<file path="config.mk">
export PLATFORM = sky130hd
export DESIGN_NAME = alu_exec_ctrl
export DESIGN_NICKNAME = d
export VERILOG_FILES = /design/src/rtl/exec_pkg.sv /design/src/rtl/reg_file.sv /design/src/rtl/alu_exec_ctrl.sv
export SDC_FILE = /design/constraint.sdc
export NUM_CORES = 1
export LEC_CHECK = 0
export ABC_CLOCK_PERIOD_IN_PS = 5500
export BUFFER_PORTS_ARGS = -buffer_cell sky130_fd_sc_hd__buf_2
export CORE_MARGIN = 3
export CORE_UTILIZATION = 35
export DETAILED_ROUTE_END_ITERATION = 12
export SKIP_CTS_REPAIR_TIMING = 1
export SYNTH_ARGS = -nofsm -noshare
export SYNTH_HDL_FRONTEND = slang
export SYNTH_SLANG_ARGS = --single-unit
</file>
<file path="constraint.sdc">
create_clock -name clk -period 5.5 [get_ports clk]
set_input_delay 0.55 -clock clk [delete_from_list [all_inputs] [get_ports clk]]
set_output_delay 0.55 -clock clk [all_outputs]
set_load 0.01 [all_outputs]
</file>
<file path="src/rtl/exec_pkg.sv">
// rtl/exec_pkg.sv - shared state encoding and default sizes for the execute stage
package exec_pkg;
   localparam int DEF_DATA_BITS = 8;
   localparam int DEF_REG_COUNT = 16;

   typedef enum logic [1:0] {
      S_IDLE,
      S_EXEC,
      S_WB
   } exec_state_t;
endpackage

</file>
<file path="src/rtl/reg_file.sv">
// rtl/reg_file.sv - general register file: two async read ports, debug read, one sync write
module reg_file
   import exec_pkg::*;
#(
   parameter int DATA_BITS = DEF_DATA_BITS,
   parameter int REG_COUNT = DEF_REG_COUNT,
   parameter int ADDR_BITS = $clog2(REG_COUNT)
) (
   input  logic                 clk,
   input  logic                 reset,
   input  logic [ADDR_BITS-1:0] ra_addr_i,
   output logic [DATA_BITS-1:0] ra_data_o,
   input  logic [ADDR_BITS-1:0] rb_addr_i,
   output logic [DATA_BITS-1:0] rb_data_o,
   input  logic [ADDR_BITS-1:0] dbg_addr_i,
   output logic [DATA_BITS-1:0] dbg_data_o,
   input  logic                 we_i,
   input  logic [ADDR_BITS-1:0] waddr_i,
   input  logic [DATA_BITS-1:0] wdata_i
);
   logic [DATA_BITS-1:0] mem_q [REG_COUNT];

   always_ff @(posedge clk) begin
      if (reset) begin
         for (int i = 0; i < REG_COUNT; i++) begin
            mem_q[i] <= '0;
         end
      end else if (we_i) begin
         mem_q[waddr_i] <= wdata_i;
      end
   end

   assign ra_data_o  = mem_q[ra_addr_i];
   assign rb_data_o  = mem_q[rb_addr_i];
   assign dbg_data_o = mem_q[dbg_addr_i];
endmodule

</file>
<file path="src/rtl/alu_exec_ctrl.sv">
// rtl/alu_exec_ctrl.sv - serialised execute sequencer feeding the registered alu
module alu_exec_ctrl
   import exec_pkg::*;
#(
   parameter int DATA_BITS     = DEF_DATA_BITS,
   parameter int REG_COUNT     = DEF_REG_COUNT,
   parameter int REG_ADDR_BITS = $clog2(REG_COUNT)
) (
   input  logic                     clk,
   input  logic                     reset,
   input  logic                     op_valid,
   output logic                     op_ready,
   input  logic                     op_sub,
   input  logic                     op_imm,
   input  logic                     op_wb_en,
   input  logic [REG_ADDR_BITS-1:0] op_rd,
   input  logic [REG_ADDR_BITS-1:0] op_ra,
   input  logic [REG_ADDR_BITS-1:0] op_rb,
   input  logic [DATA_BITS-1:0]     op_imm_val,
   output logic [DATA_BITS-1:0]     alu_a,
   output logic [DATA_BITS-1:0]     alu_b,
   output logic                     alu_cin,
   input  logic [DATA_BITS-1:0]     alu_result,
   input  logic                     alu_cout,
   input  logic                     alu_zero,
   output logic                     flag_carry,
   output logic                     flag_zero,
   output logic                     done,
   input  logic [REG_ADDR_BITS-1:0] dbg_addr,
   output logic [DATA_BITS-1:0]     dbg_data
);
   exec_state_t              state_q;
   logic [DATA_BITS-1:0]     alu_a_q;
   logic [DATA_BITS-1:0]     alu_b_q;
   logic                     alu_cin_q;
   logic                     flag_carry_q;
   logic                     flag_zero_q;
   logic [REG_ADDR_BITS-1:0] rd_q;
   logic                     wb_en_q;
   logic [DATA_BITS-1:0]     ra_data;
   logic [DATA_BITS-1:0]     rb_data;
   logic                     rf_we;

   assign rf_we = (state_q == S_WB) && wb_en_q;

   reg_file #(
      .DATA_BITS (DATA_BITS),
      .REG_COUNT (REG_COUNT),
      .ADDR_BITS (REG_ADDR_BITS)
   ) u_reg_file (
      .clk        (clk),
      .reset      (reset),
      .ra_addr_i  (op_ra),
      .ra_data_o  (ra_data),
      .rb_addr_i  (op_rb),
      .rb_data_o  (rb_data),
      .dbg_addr_i (dbg_addr),
      .dbg_data_o (dbg_data),
      .we_i       (rf_we),
      .waddr_i    (rd_q),
      .wdata_i    (alu_result)
   );

   always_ff @(posedge clk) begin
      if (reset) begin
         state_q      <= S_IDLE;
         alu_a_q      <= '0;
         alu_b_q      <= '0;
         alu_cin_q    <= 1'b0;
         flag_carry_q <= 1'b0;
         flag_zero_q  <= 1'b0;
         rd_q         <= '0;
         wb_en_q      <= 1'b0;
      end else begin
         case (state_q)
            S_IDLE: begin
               if (op_valid) begin
                  alu_a_q   <= ra_data;
                  alu_b_q   <= op_imm ? op_imm_val : rb_data;
                  alu_cin_q <= op_sub;
                  rd_q      <= op_rd;
                  wb_en_q   <= op_wb_en;
                  state_q   <= S_EXEC;
               end
            end
            S_EXEC: state_q <= S_WB;
            S_WB: begin
               flag_carry_q <= alu_cout;
               flag_zero_q  <= alu_zero;
               state_q      <= S_IDLE;
            end
            default: state_q <= S_IDLE;
         endcase
      end
   end

   // A reset arriving mid-op must suppress both the handshake and the commit pulse
   assign op_ready   = (state_q == S_IDLE) && !reset;
   assign done       = (state_q == S_WB) && !reset;
   assign alu_a      = alu_a_q;
   assign alu_b      = alu_b_q;
   assign alu_cin    = alu_cin_q;
   assign flag_carry = flag_carry_q;
   assign flag_zero  = flag_zero_q;
endmodule

</file>
==> impl_metrics.json, run 1 <==
{
  "status": "finished, final reports clean",
  "relSlewSlack_pct": 27.1,
  "critPathLaunchType": "input pin",
  "synth_edf_count": 128,
  "worstPathRequired_ns": 4.95,
  "path_common_cell": "buf_2",
  "nets": 744,
  "via_per_inst": 5.81,
  "synth_cell_type_count": 44,
  "clk_path_buf_depth": 2,
  "synth_most_common_cell": "and2_1",
  "cap_violations": 0,
  "core_um2": 25300,
  "holdWs_ns": 0.351,
  "grt.total_usage_pct": 19.3,
  "hp-class": "input pin to register",
  "power.share.clock_pct": 40.6,
  "max_stage_delay_ns": 0.69,
  "synthTopCellsByCount": "and2_1, edfxtp_1, mux2i_1",
  "vias": 6078,
  "syn_to_final_growth_pct": 11.9,
  "gp_congestion": 0.936,
  "dieArea_um2": 27700,
  "cp_slowest_cell": "buf_2",
  "dp_hpwl_mm": 19.9,
  "die_h_um": 166,
  "avgSynthCellArea_um2": 13.5,
  "slew_viol_final": 0,
  "ant_nets": 0,
  "endpoint_kind": "output port",
  "clk_latency_ns": 0.43,
  "synth_nets": 707,
  "ys_seq_elements": 154,
  "synth_area_leaders": "edfxtp_1, mux4_2, and2_1, mux2i_1, dfxtp_1",
  "port_buffers": 68,
  "synth-main-ff-cell": "edfxtp_1",
  "fillers": 2375,
  "die_w_um": 166,
  "antenna_cells": 0,
  "p_seq_share_pct": 48.0,
  "clock_skew_ns": 0.00865,
  "cellLeakagePower_nw": 3.79,
  "worstSetupPathType": "input pin to output port",
  "place_area_um2": 9500,
  "row_count": 58,
  "fin_area_um2": 10100,
  "drive_above_1_share_pct": 26.4,
  "synth_area_um2": 9000,
  "fin_crit_sh_pct": 57.3,
  "fmax_mhz": 317,
  "power_switching_w": 0.000744,
  "finalSetupViolCount": 0,
  "routed_wl_mm": 26.6,
  "synth.largest_area_cell": "edfxtp_1",
  "grt_pass1_wl_mm": 39.7,
  "initial_core_util_pct": 35.6,
  "power-per-cell-area_nw_per_um2": 281,
  "crit_chain": "buf_2 > mux4_1 > mux4_2 > buf_2",
  "grt_pass1_vias": 5775,
  "clk_pin_slew_ns": 0.07,
  "switching_share_pct": 26.3,
  "avgRoutedWirePerCell_um": 25.4,
  "p_int_w": 0.00208,
  "pin_count": 69,
  "cp.arrival_ns": 2.60,
  "globalRouteOverflowTotal": 0,
  "synth_top_area_share_pct": 42.7,
  "cts_made_buffers": 17,
  "h-tree-depth": 4,
  "drt_iter0_drc": 847,
  "comb_power_share_pct": 11.4,
  "cts_tree": "yes",
  "crit_fanout": 32,
  "yosys_warnings": 0,
  "hold_viol": 0,
  "worst_pin_slew_ns": 1.09,
  "yosysSeqAreaShare_pct": 48.5,
  "rsz0062_at_grt": "no",
  "cts.sinks": 154,
  "synth_cells": 667,
  "route.detailed.drc": 0,
  "first_pass_iters": 5,
  "cts_root_buf": "clkbuf_16",
  "setup_tns_ns": 0,
  "antenna_found_initial": 0,
  "synthArstFlopShare_pct": 0,
  "ir_worst_vdd_mv": 0.218,
  "period_needed_ns": 3.15,
  "grt_max_degree": 49
}
## metrics by stage
step / utilization (%) / total power [W] / instances / setup WS, ns
floorplan: - / 0.00158 / 667 / 3.13
global placement: 37.6 / 0.00170 / 1015 / 2.35
detailed placement: 37.6 / 0.00170 / 1015 / 2.30
CTS: 39.9 / 0.00283 / 1047 / 2.30
global route: 39.9 / 0.00291 / 1047 / 2.23
finish: 39.9 / 0.00283 / 1047 / 2.35
## layer usage
layer / share of wire (%) / global-route usage (%)
met1: 43 / 27.9
met2: 46 / 29.9
met3: 9.4 / 3.93
met4: 1.7 / 5.31
met5: 0 / 0
## critical path, delay by kind of cell
kind	cells	cell delay [ns]
buffers and inverters	2	0.85
muxes	2	1.18
## power groups by stage
stage / combinational [W] / clock, W / sequential [W]
after floorplan: 0.000227 / 0 / 0.00136
after global placement: 0.000321 / 0 / 0.00138
after detailed placement: 0.000324 / 0 / 0.00138
after CTS: 0.000325 / 0.00116 / 0.00135
after global routing: 0.000346 / 0.00121 / 0.00136
final: 0.000323 / 0.00115 / 0.00136
## state kept, by name (all words and copies together) (netlist names)
register and count:
rd_q 4, u_reg_file.mem_q 128, alu_a 8, wb_en_q 1, state_q 2, flag_carry 1
flag_zero 1, alu_b 8, alu_cin 1
## cell families (layout without fill, tap and decap cells)
kind of cell / after synthesis / in the layout / synth area share, %
AO/OA/AOI/OAI: 65 / 65 / 4.62
buffers and inverters: 53 / 103 / 2.96
flip-flops: 154 / 154 / 48.5
AND/OR/NAND/NOR: 252 / 252 / 16.8
multiplexers: 143 / 143 / 27.1
## layout make-up
type / instances / area, um2 / share of cell area [%]
inverters: 1 / 3.75 / 0.0373
flip-flops and latches: 154 / 4360 / 43.4
repair buffers: 70 / 355 / 3.53
clock buffers: 17 / 425 / 4.23
clock inverters: 15 / 138 / 1.37
well taps: 330 / 413 / 4.10
multi-input cells: 460 / 4370 / 43.4
## path summary, 6_finish.rpt
check               from           to  slack [ns]  depth (start not counted)
min             alu_cout   flag_carry        0.35                          3
min reg2reg     alu_b[0]     alu_b[0]        0.45                          2
max          dbg_addr[0]  dbg_data[1]        2.35                          4
max reg2reg   state_q[1]     alu_a[2]        3.00                          4
## placed cells by master, fill, tap and decap left out, drive strengths merged
master    netlist  final
a21oi           6      6
a22o            8      8
a22oi           7      7
a32oi           3      3
and2          130    130
and4bb          1      1
buf            31     70
bufinv          0      1
clkbuf         21     17
clkinv          0      6
clkinvlp        0      2
dfxtp          26     26
edfxtp        128    128
inv             1      7
mux2            3      3
mux2i          64     64
mux4           76     76
nand2          27     27
nand2b          5      5
nand3           4      4
nand3b          9      9
nand4           5      5
nand4b          2      2
nor2           19     19
nor2b           5      5
nor3           14     14
nor3b           2      2
nor4            8      8
o2111ai         2      2
o21ai          26     26
o221ai          3      3
o22ai          10     10
or2            16     16
or3             2      2
or3b            3      3
No activity file was read; power rests on OpenSTA's default activity.
==> run 2: changes to the inputs <==
--- a/config.mk
+++ b/config.mk
@@ -5,7 +5,7 @@
 export SDC_FILE = /design/constraint.sdc
 export NUM_CORES = 1
 export LEC_CHECK = 0
-export ABC_CLOCK_PERIOD_IN_PS = 5500
+export ABC_CLOCK_PERIOD_IN_PS = 2600
 export BUFFER_PORTS_ARGS = -buffer_cell sky130_fd_sc_hd__buf_2
 export CORE_MARGIN = 3
 export CORE_UTILIZATION = 35
==> constraint.sdc (replaced) <==
create_clock -name clk -period 2.6 [get_ports clk]
set_input_delay 0.26 -clock clk [delete_from_list [all_inputs] [get_ports clk]]
set_output_delay 0.26 -clock clk [all_outputs]
set_load 0.01 [all_outputs]
==> impl_metrics.json, run 2 (synthesis gave the netlist of run 1 again) <==
{
  "status": "finished, final reports clean",
  "ant_nets": 0,
  "rsz0062_at_grt": "no",
  "clock_skew_ns": 0.00729,
  "critPathLaunchType": "register",
  "crit_chain": "mux4_1 > mux4_2 > buf_2",
  "fillers": 2345,
  "globalRouteOverflowTotal": 0,
  "crit_buf_inv": 1,
  "syn_to_final_growth_pct": 14.2,
  "top_register": "u_reg_file.mem_q",
  "avgRoutedWirePerCell_um": 24.8,
  "cts_tree": "yes",
  "grt_pass1_wl_mm": 39.9,
  "largest_reg_flops": 128,
  "antenna_cells": 0,
  "clk_path_buf_depth": 2,
  "die_h_um": 166,
  "grt_max_degree": 38,
  "relSlewSlack_pct": 51.2,
  "hp-class": "input pin to register",
  "routed_wl_mm": 26.6,
  "route.detailed.drc": 0,
  "dp_hpwl_mm": 20.3,
  "cap_violations": 0,
  "cts_made_buffers": 17,
  "row_count": 58,
  "cts_root_buf": "clkbuf_16",
  "power-per-cell-area_nw_per_um2": 576,
  "cp.arrival_ns": 2.11,
  "max_stage_delay_ns": 0.54,
  "cts.sinks": 154,
  "worstPathRequired_ns": 2.34,
  "clk_pin_slew_ns": 0.06,
  "place_area_um2": 9720,
  "ir_worst_vdd_mv": 0.460,
  "fin_area_um2": 10300,
  "via_per_inst": 5.77,
  "final_cell_mix": "and2_1, edfxtp_1, buf_2, mux2i_1, mux4_2",
  "drive_above_1_share_pct": 28.7,
  "initial_core_util_pct": 35.6,
  "slew_viol_final": 0,
  "hold_viol": 0,
  "first_pass_iters": 5,
  "port_buffers": 68,
  "die_w_um": 166,
  "final_common_cell": "and2_1",
  "period_needed_ns": 2.37,
  "dieArea_um2": 27700,
  "grt.total_usage_pct": 19.4,
  "setup_tns_ns": 0,
  "worstSetupPathType": "register to output port",
  "cp_slowest_cell": "mux4_1",
  "nets": 770,
  "core_um2": 25300,
  "fin_crit_sh_pct": 91.2,
  "finalSetupViolCount": 0,
  "crit_family": "multiplexers",
  "gp_congestion": 0.906,
  "vias": 6188,
  "clk_latency_ns": 0.43,
  "h-tree-depth": 4,
  "pin_count": 69,
  "crit_fanout": 3,
  "worst_pin_slew_ns": 0.732,
  "drt_iter0_drc": 797,
  "grt_pass1_vias": 5988,
  "endpoint_kind": "output port",
  "antenna_found_initial": 0,
  "cellLeakagePower_nw": 3.92,
  "fmax_mhz": 422
}
==> run 2: cell types whose count changed in the layout (fill, tap and decap cells not counted) <==
cell,change
buf_12,+2
clkinv_1,+2
clkinvlp_4,+4
inv_6,-1
buf_4,+24
inv_8,-1
clkinvlp_2,-1
clkinv_4,-3
==> run 2: layer usage <==
| layer | GRT usage (%) | vias up | share of wire, % |
|---|---|---|---|
| met5 | 0 | - | 0 |
| met4 | 5.02 | 0 | 1.6 |
| met3 | 6.64 | 33 | 11 |
| met2 | 29.6 | 367 | 46 |
| met1 | 26.6 | 3069 | 41 |
| li1 | - | 2719 | - |
==> run 2: power by group <==
| part | leakage (nW) | switching (W) | total, W | internal [W] |
|---|---|---|---|---|
| combinational | 2.12 | 0.000367 | 0.000691 | 0.000324 |
| sequential | 1.54 | 0.000113 | 0.00288 | 0.00276 |
| clock | 0.255 | 0.00103 | 0.00235 | 0.00131 |
==> run 2: worst paths after layout <==
kind,start,end,slack (ns),cells past startpoint
worst max-delay path,u_reg_file.mem_q[10][5],dbg_data[5],0.23,3
worst max register to register,state_q[1],u_reg_file.mem_q[12][2],0.49,4
worst min-delay path,alu_zero,flag_zero,0.06,3
worst min register to register,alu_b[2],alu_b[2],0.44,2
==> run 2: per-stage QoR <==
step	total power, W	hold slack [ns]	util (%)	instances	setup slack, ns
finish	0.00591	0.0639	40.7	1073	0.228
floorplan	0.00335	0.396	-	667	0.781
global placement	0.00361	0.433	38.5	1041	0.389
detailed placement	0.00361	0.439	38.5	1041	0.356
CTS	0.00594	0.0483	40.7	1073	0.209
global route	0.00611	0.0481	40.7	1073	0.166
==> run 2: worst min-delay path, cell delays in order <==
cell	delay [ns]
buf_2	0.07
mux2i_1	0.05
nor2_1	0.07
==> run 2: cell type report <==
class	count	area [um2]	area share (%)
Clock buffer	17	425	4.14
Clock inverter	15	124	1.21
Inverter	1	3.75	0.0365
Multi-Input combinational cell	460	4370	42.5
Sequential cell	154	4360	42.5
Tap cell	330	413	4.02
Timing Repair Buffer	96	576	5.60
